`config.mk`:
```
export PLATFORM = sky130hd
export DESIGN_NAME = fifo_read_drain_flat
export DESIGN_NICKNAME = d
export VERILOG_FILES = /design/src/rtl/fifo_read_drain_if.sv /design/src/rtl/fifo_read_drain.sv /design/src/flat_wrapper.sv
export SDC_FILE = /design/constraint.sdc
export NUM_CORES = 1
export LEC_CHECK = 0
export CORE_MARGIN = 2
export CORE_UTILIZATION = 50
export DETAILED_ROUTE_END_ITERATION = 10
export PLACE_DENSITY_LB_ADDON = 0.12
export SYNTH_ARGS = -nofsm -noshare
export SYNTH_HDL_FRONTEND = slang
export SYNTH_SLANG_ARGS = --single-unit
```
`constraint.sdc`:
```
create_clock -name rclk -period 4.35 [get_ports rclk]
set_input_delay 0.87 -clock rclk [delete_from_list [all_inputs] [get_ports rclk]]
set_output_delay 0.87 -clock rclk [all_outputs]
set_load 0.005 [all_outputs]
```
`src/rtl/fifo_read_drain_if.sv`:
```
// Downstream valid/ready stream carrying words drained from the async FIFO.
//   m_valid : word present on m_data (driven by the drain block)
//   m_data  : head word of the drain buffer
//   m_ready : downstream accepts the word on this edge
// master = drain block side, slave = downstream consumer side.
interface fifo_read_drain_if #(
  parameter int DSIZE = 8
);
  logic             m_valid;
  logic [DSIZE-1:0] m_data;
  logic             m_ready;

  modport master (output m_valid, output m_data, input m_ready);
  modport slave  (input m_valid, input m_data, output m_ready);
endinterface

```
`src/rtl/fifo_read_drain.sv`:
```
// Read-side consumer of the asynchronous FIFO. Pops words while a slot is
// free in a 2-entry skid buffer (head H, tail T) and presents them as a
// valid/ready stream. Counts words accepted downstream.
//   rclk, rrst : read clock, synchronous active-high reset
//   en         : pop enable (buffered words still drain when low)
//   rempty     : FIFO empty flag
//   rdata      : FIFO head word (first-word-fall-through)
//   rinc       : FIFO pop strobe (combinational)
//   m          : output stream (m_valid / m_data / m_ready)
//   occ        : buffer occupancy 0..2
//   word_cnt   : accepted-word counter, wraps
module fifo_read_drain #(
  parameter int DSIZE = 8,
  parameter int CNT_W = 16
) (
  input  logic             rclk,
  input  logic             rrst,
  input  logic             en,
  input  logic             rempty,
  input  logic [DSIZE-1:0] rdata,
  output logic             rinc,
  fifo_read_drain_if.master m,
  output logic [1:0]       occ,
  output logic [CNT_W-1:0] word_cnt
);

  typedef enum logic [1:0] {
    EMPTY = 2'd0,
    ONE   = 2'd1,
    FULL  = 2'd2
  } state_t;

  state_t           state;
  logic [DSIZE-1:0] h;
  logic [DSIZE-1:0] t;
  logic             acc;

  // Pop decision looks only at registered occupancy, never at m_ready,
  // so downstream ready has no combinational path into the FIFO.
  assign rinc      = !rrst && en && !rempty && (state != FULL);
  assign acc       = m.m_valid && m.m_ready;
  assign m.m_valid = (state != EMPTY);
  assign m.m_data  = h;
  assign occ       = state;

  always_ff @(posedge rclk) begin
    if (rrst) begin
      state    <= EMPTY;
      h        <= '0;
      t        <= '0;
      word_cnt <= '0;
    end else begin
      if (acc) word_cnt <= word_cnt + CNT_W'(1);
      // rdata is only ever captured under rinc, so FIFO garbage while
      // empty can never land in H or T.
      case (state)
        EMPTY: begin
          if (rinc) begin
            h     <= rdata;
            state <= ONE;
          end
        end
        ONE: begin
          if (rinc && acc) begin
            h <= rdata;                // head leaves, new word replaces it
          end else if (rinc) begin
            t     <= rdata;
            state <= FULL;
          end else if (acc) begin
            state <= EMPTY;
          end
        end
        FULL: begin
          if (acc) begin
            h     <= t;                // promote tail; no pop possible here
            state <= ONE;
          end
        end
        default: state <= EMPTY;
      endcase
    end
  end

endmodule
```
`src/flat_wrapper.sv`:
```
// flat-port wrapper written by rule: the top's interface ports become plain ports
module fifo_read_drain_flat 
#(
  parameter int DSIZE = 8,
  parameter int CNT_W = 16
)
  (rclk, rrst, en, rempty, rdata, rinc, occ, word_cnt, m_m_valid, m_m_data, m_m_ready);
  fifo_read_drain_if #(.DSIZE(DSIZE)) m_i ();
  input  logic rclk;
  input  logic rrst;
  input  logic en;
  input  logic rempty;
  input  logic [DSIZE-1:0] rdata;
  output logic rinc;
  output logic [1:0] occ;
  output logic [CNT_W-1:0] word_cnt;
  output wire logic [$bits(m_i.m_valid)-1:0] m_m_valid;
  output wire logic [$bits(m_i.m_data)-1:0] m_m_data;
  input wire logic [$bits(m_i.m_ready)-1:0] m_m_ready;
  assign m_m_valid = m_i.m_valid;
  assign m_m_data = m_i.m_data;
  assign m_i.m_ready = m_m_ready;
  fifo_read_drain #(.DSIZE(DSIZE), .CNT_W(CNT_W)) u_core (.rclk(rclk), .rrst(rrst), .en(en), .rempty(rempty), .rdata(rdata), .rinc(rinc), .m(m_i), .occ(occ), .word_cnt(word_cnt));
endmodule
```
Word level (Yosys, flattened, before mapping)
Index checks and enable logic that the tools add are counted.

Add/subtract/negate cells: 1. Eq/ne operators: 8. Multiplexer cells: 10. Bitwise operators: 1. Reduce and logical (&&, ||, !) cells: 13.

Operators with widths (count): 8-bit two-way mux (3); 8-bit case mux with 3 select lines (1); 16-bit by 1-bit adder with 16-bit output, second input constant (1); 2-bit two-way mux (5); 4-bit AND reduction (2); 2-bit by 1-bit inequality test with 1-bit output, second input constant (3); 2-bit case mux with 3 select lines (1); 1-bit logical AND (5); 2-bit inequality test, second input constant (2); 3-bit by 1-bit inequality test with 1-bit output, second input constant (1); 3-bit AND reduction (1); 3-bit nonzero test (1); 2-bit by 1-bit equality test with 1-bit output, second input constant (1); 2-bit equality test, second input constant (1); 1-bit zero test (2); 2-bit zero test (1); 2-bit nonzero test (1); 1-bit inverter (1).

Register bits: 34. Input port bits: 13. Logic and storage cells: 37.

Longest topological paths before layout
Gate-level depths: netlist of run 1.

Depth in word-level cells: 7. Gate-level depth with buffers: 7. Depth with buffers taken out: 5.

Worst setup path after synthesis of run 1
OpenSTA, ideal clock, no wires.

Path type: in2out. Start point: input port rrst. End point: output port rinc. Arrival: 1.450 ns. Path slack: 2.030 ns. Cell stages on the path: 2. Path buffers: 0. Cells stage by stage: or3b_1 -> nor2b_1.

Cells in the longest elaborated chain, start to end: 4.

RTL lines: start, declared (line flat_wrapper.sv:10) `input logic rrst;`; 1-bit zero test (line fifo_read_drain.sv:40) `assign rinc = !rrst && en && !rempty && (state != FULL);`; 1-bit logical AND (3 in a row) (line fifo_read_drain.sv:40); end, declared (line flat_wrapper.sv:14) `output logic rinc;`.

Every way passes these cells.

Worst setup path after layout of run 1
Ends and elaborated chain as after synthesis.

==> flow_summary.ini, run 1 <==
[synth]
yosys.area_share.adder = 0.00793
ys_types = 36
synth_seq_area_share = 0.431
ys_seq_elements = 34
synthTopCellsByArea = sky130_fd_sc_hd__dfxtp_1, sky130_fd_sc_hd__mux2i_1, sky130_fd_sc_hd__nand3b_1, sky130_fd_sc_hd__nor2_1, sky130_fd_sc_hd__o21ai_0
synth_simple_gate_area_share = 0.236
synthMuxAreaShare = 0.0571
most_common_library_cells_after_synthesis = sky130_fd_sc_hd__dfxtp_1, sky130_fd_sc_hd__nor2_1, sky130_fd_sc_hd__inv_1, sky130_fd_sc_hd__o21ai_0
most_used_flip_flop_cell_after_synthesis = sky130_fd_sc_hd__dfxtp_1
mappedNetlistNets = 191
synth_warnings = 0
syn-instance-count = 177
synth_top_cell_area_share = 0.431
yosys.area.top_type = sky130_fd_sc_hd__dfxtp_1
synthesis.area_per_instance_um2 = 8.91
synth_xor_xnor_area_share = 0.0444
synth_top_family_by_area = simple AND/OR/NAND/NOR gates
synth.cell_area_mm2 = 0.00158
fraction_of_the_mapped_netlist_area_in_compound_gates = 0.156
synth-edff-count = 0
synthArstFlopShare = 0
synthMostInstantiatedCell = sky130_fd_sc_hd__dfxtp_1

[global_route]
initial_antenna_violation_count = 0
first_pass_grt_wire_length_um = 5210
maximum_number_of_pins_on_one_net_before_global_route_repair = 34
globalRouteTotalUtil = 0.190
grt.overflow.total = 0
grt_pass1_vias = 1197

[timing]
finalSetupViolations = 0
setup_repair_after_global_routing_missed_its_margin = no
clock.fmax_ghz = 0.305
period_needed_ns = 3.28
timing_worst_slew_pin_value_ns = 0.647
finalHoldViolCount = 0
fin_setup_tns_ns = 0
finClkSkew_ns = 0.00572
setup_ws_ns = 1.07
slew_headroom = 0.569
final_max_slew_viol_count = 0
finalCritPeriodShare = 0.753

[layout]
fillerInstances = 264
area_growth_pct = 28.9
antenna_cells = 0
share_of_post_route_cells_with_drive_strength_above_1 = 0.0701
layout.core_utilization = 0.672
instances_no_fill = 258
nets = 229

[placement]
dp.final_hpwl_um = 2440
gpl_congestion = 0.802
place_inst = 252
numPortBuffers = 40
place_worst_setup_slack_ns = 1.07

[routing]
wire_per_inst_um = 13.0
drt-vias-per-instance = 5.35
maxUsedRoutingLayer = met4
dr.pass1.iters = 4
wirelength_um = 3350
vias = 1380
wl_met1_um = 1440
routed-wl-met2_um = 1750
first_iter_violations = 34
detail-route-antenna-nets = 0
detail_route.drc_violations = 0
dr_wl_met3_um = 109

[clock_tree]
cts-resized-gates = 0
tritoncts.num_buffers = 5
tritoncts = built
cts-htree-levels = 2
sink_count_of_the_clock_tree = 34
clk-insertion-delay-late_ns = 0.33
cts-hold-fix-buffers = 0
postCtsSetupRepairBufs = 0
worst_setup_hold_path_clk_slew_ns = 0.10
number_of_buffers_between_clock_root_and_the_deepest_sink = 2
root_buffer_selected_by_cts = sky130_fd_sc_hd__clkbuf_4

[status]
outcome = finished, final reports clean

[critical_path]
crit_path_max_incr_delay_ns = 0.50
reg2reg_setup_slack_ns = 2.48
cp-end-kind = primary output
timing.critical_path.cells = clkdlybuf4s50_1 -> or3b_1 -> nor2b_1 -> clkdlybuf4s50_1
timing.critical_path.required_ns = 3.48
cp_max_fo = 3
timing.critical_path.arrival_ns = 2.41
critical_setup_path_class = input port to primary output
cpMaxStageDelayCell = sky130_fd_sc_hd__clkdlybuf4s50_1
crit_path_start_kind = input port
cpMostUsedCell = sky130_fd_sc_hd__clkdlybuf4s50_1

[power]
p_per_area_mw_per_mm2 = 271
vdd_ir_drop_max_v = 0.000186
cellLeakagePower_nw = 0.736

[floorplanning]
die-height_um = 60.2
initial_utilization = 0.521
ios = 41
core_region_area_mm2 = 0.00303
row_count = 20
die_area_mm2 = 0.00362
die_w_um = 60.2

[job]
maxCapViolCount = 0

[hold_path]
timing.hold.worst.class = flop to flop
[report_power, final]
part | switching, mW | internal, mW
clock network | 0.0959 | 0.0728
registers | 0.00597 | 0.318
logic | 0.0236 | 0.0341
total | 0.126 | 0.425
[sequential cells by signal, indices dropped and copies added (netlist names)]
name,cells
u_core.occ,2
u_core.word_cnt,16
u_core.t,8
u_core.m.m_data,8
[through the flow]
| stage | power (mW) | hold WS, ns | cell area [um^2] |
|---|---|---|---|
| floorplan | 0.358 | 0.456 | 1580 |
| global placement | 0.387 | 0.465 | 1980 |
| detailed placement | 0.390 | 0.474 | 1980 |
| CTS | 0.556 | 0.501 | 2030 |
| global route | 0.576 | 0.525 | 2030 |
| finish | 0.550 | 0.500 | 2030 |
[critical path, delay by kind of cell]
| family | cells | cell delay, ns |
|---|---|---|
| buffers and inverters | 2 | 0.95 |
| and+or+nand+nor | 2 | 0.59 |
[cells in the final DEF, fill, tap and decap left out]
cell / n
sky130_fd_sc_hd__nor2b_1: 2
sky130_fd_sc_hd__nand4_1: 2
sky130_fd_sc_hd__a21oi_1: 8
sky130_fd_sc_hd__nor2_1: 18
sky130_fd_sc_hd__clkbuf_8: 1
sky130_fd_sc_hd__or3b_1: 2
sky130_fd_sc_hd__or4_1: 2
sky130_fd_sc_hd__xnor2_1: 7
sky130_fd_sc_hd__o211ai_1: 1
sky130_fd_sc_hd__o2111ai_1: 1
sky130_fd_sc_hd__or3_1: 5
sky130_fd_sc_hd__clkdlybuf4s50_1: 40
sky130_fd_sc_hd__nand3_1: 4
sky130_fd_sc_hd__nand4_4: 1
sky130_fd_sc_hd__o21ai_1: 1
sky130_fd_sc_hd__o22a_1: 1
sky130_fd_sc_hd__o21a_1: 2
sky130_fd_sc_hd__inv_1: 13
sky130_fd_sc_hd__ha_1: 1
sky130_fd_sc_hd__o31ai_1: 2
sky130_fd_sc_hd__xor2_1: 1
sky130_fd_sc_hd__dfxtp_1: 34
sky130_fd_sc_hd__o31ai_4: 1
sky130_fd_sc_hd__nand3b_1: 9
sky130_fd_sc_hd__a211oi_1: 8
sky130_fd_sc_hd__nand2_1: 6
sky130_fd_sc_hd__mux2i_1: 9
sky130_fd_sc_hd__nand2b_1: 2
sky130_fd_sc_hd__clkbuf_4: 5
sky130_fd_sc_hd__or2_2: 3
sky130_fd_sc_hd__buf_4: 1
sky130_fd_sc_hd__o21ai_0: 13
sky130_fd_sc_hd__nor4_1: 1
sky130_fd_sc_hd__or3_2: 2
sky130_fd_sc_hd__nor3_1: 4
sky130_fd_sc_hd__or4_4: 1
[area by class of cell]
cell class | instances | area (um^2) | area share
inverter | 13 | 48.8 | 0.0240
sequential | 34 | 681 | 0.335
multi-input combinational | 120 | 791 | 0.389
tap | 44 | 55.1 | 0.0271
clock buffer | 6 | 51.3 | 0.0252
timing repair buffer | 41 | 408 | 0.200
[final timing paths]
kind,endpoint,depth (start not counted),startpoint
max,rinc,4,rrst
min,u_core.t[6],2,u_core.t[6]
max reg2reg,u_core.t[3],4,u_core.occ[0]
min reg2reg,u_core.t[6],2,u_core.t[6]
[logic make-up (layout without fill, tap and decap cells)]
family,Yosys count,count (layout)
compound gates,38,38
xor+xnor,8,8
fa+ha+maj,1,1
buf+inv,23,60
flops,34,34
mux,9,9
simple gates,64,64
[metal layers]
layer  vias to the layer above  global-route usage
met5                         -                   0
met4                         0              0.0762
met3                         7              0.0390
met2                        27               0.340
met1                       650               0.219
li1                        696                   -
(Power assumes the default switching activity.)
==> run 2: changes to the inputs <==
--- a/config.mk
+++ b/config.mk
@@ -6,7 +6,7 @@
 export NUM_CORES = 1
 export LEC_CHECK = 0
 export CORE_MARGIN = 2
-export CORE_UTILIZATION = 50
+export CORE_UTILIZATION = 48
 export DETAILED_ROUTE_END_ITERATION = 10
 export PLACE_DENSITY_LB_ADDON = 0.12
 export SYNTH_ARGS = -nofsm -noshare
==> constraint.sdc (replaced) <==
create_clock -name rclk -period 3.32 [get_ports rclk]
set_input_delay 0.664 -clock rclk [delete_from_list [all_inputs] [get_ports rclk]]
set_output_delay 0.664 -clock rclk [all_outputs]
set_load 0.005 [all_outputs]
==> flow_summary.ini, run 2 (synthesis results as in run 1) <==
[floorplanning]
initial_utilization = 0.513
row_count = 20
die-height_um = 61.3
core_region_area_mm2 = 0.00308
ios = 41
die_area_mm2 = 0.00376
die_w_um = 61.3

[global_route]
globalRouteTotalUtil = 0.211
grt_pass1_vias = 1322
initial_antenna_violation_count = 0
first_pass_grt_wire_length_um = 5810
grt.overflow.total = 0
maximum_number_of_pins_on_one_net_before_global_route_repair = 35

[timing]
finalCritPeriodShare = 0.866
slew_headroom = 0.582
setup_repair_after_global_routing_missed_its_margin = no
finalHoldViolCount = 0
setup_ws_ns = 0.445
period_needed_ns = 2.87
timing_worst_slew_pin_value_ns = 0.626
fin_setup_tns_ns = 0
finClkSkew_ns = 0.00506
fin_worst_hold_slack_ns = 0.492
clock.fmax_ghz = 0.348
final_max_slew_viol_count = 0
finalSetupViolations = 0

[critical_path]
timing.critical_path.arrival_ns = 2.21
timing.critical_path.required_ns = 2.66
cp-end-kind = primary output
critical_setup_path_class = input port to primary output
reg2reg_setup_slack_ns = 1.44
cp_max_fo = 3
crit_path_start_kind = input port

[clock_tree]
sink_count_of_the_clock_tree = 34
cts-resized-gates = 0
postCtsSetupRepairBufs = 0
cts-hold-fix-buffers = 0
worst_setup_hold_path_clk_slew_ns = 0.09
cts-htree-levels = 2
root_buffer_selected_by_cts = sky130_fd_sc_hd__clkbuf_4
tritoncts = built
tritoncts.num_buffers = 5
number_of_buffers_between_clock_root_and_the_deepest_sink = 2
clk-insertion-delay-late_ns = 0.32

[job]
maxCapViolCount = 0

[power]
p_per_area_mw_per_mm2 = 348
cellLeakagePower_nw = 0.731
vdd_ir_drop_max_v = 0.000258

[placement]
dp.final_hpwl_um = 2420
place_worst_setup_slack_ns = 0.441
gpl_congestion = 0.779
numPortBuffers = 40

[routing]
dr_wl_met3_um = 127
wl_met1_um = 1560
wirelength_um = 3420
detail-route-antenna-nets = 0
wire_per_inst_um = 13.2
routed-wl-met2_um = 1680
first_iter_violations = 75
drt-vias-per-instance = 5.43
vias = 1407
dr.pass1.iters = 4
maxUsedRoutingLayer = met4
detail_route.drc_violations = 0

[layout]
area_growth_pct = 28.5
most_frequent_standard_cell_in_the_layout_excluding_fill_and_tap_cells = sky130_fd_sc_hd__clkdlybuf4s50_1
regMostFlops = u_core.word_cnt
share_of_post_route_cells_with_drive_strength_above_1 = 0.0651
nets = 229
largest_reg_flops = 16
antenna_cells = 0
layout.core_utilization = 0.659
mostFrequentLayoutCells = sky130_fd_sc_hd__clkdlybuf4s50_1, sky130_fd_sc_hd__dfxtp_1, sky130_fd_sc_hd__nor2_1

[status]
outcome = finished, final reports clean

[hold_path]
timing.hold.worst.class = flop to flop
-- run 2: worst max-delay path, stage by stage --
cell	delay (ns)
sky130_fd_sc_hd__clkdlybuf4s50_1	0.45
sky130_fd_sc_hd__or3b_1	0.46
sky130_fd_sc_hd__nor2b_1	0.13
sky130_fd_sc_hd__clkdlybuf4s50_1	0.51
-- run 2: final cells by class --
| class | count | area [um^2] |
|---|---|---|
| tap | 44 | 55.1 |
| timing repair buffer | 41 | 408 |
| fill | 285 | 1050 |
| clock buffer | 7 | 45.0 |
| inverter | 13 | 48.8 |
| sequential | 34 | 681 |
| multi-input combinational | 120 | 791 |
-- run 2: power by group --
part           internal (mW)  switching (mW)  total [mW]
registers              0.417         0.00758       0.424
logic                 0.0447          0.0319      0.0766
clock network         0.0798           0.125       0.205
-- run 2: stage by stage --
step / cell area (um^2) / power (mW) / std cells
floorplan: 1580 / 0.470 / 177
detailed placement: 1980 / 0.510 / 252
global placement: 1980 / 0.507 / 252
CTS: 2030 / 0.716 / 259
global route: 2030 / 0.741 / 259
finish: 2030 / 0.705 / 259
-- run 2: layer usage --
layer	vias to the layer above	global-route usage
met2	28	0.337
met5	-	0
li1	711	-
met3	5	0.0483
met4	0	0.109
met1	663	0.267
-- run 2: worst paths after layout --
path	startpoint	endpoint	cells after the start
hold reg to reg	u_core.word_cnt[15]	u_core.word_cnt[15]	2
setup / recovery	rrst	rinc	4
hold / removal	u_core.word_cnt[15]	u_core.word_cnt[15]	2
setup reg to reg	u_core.occ[0]	u_core.t[4]	4
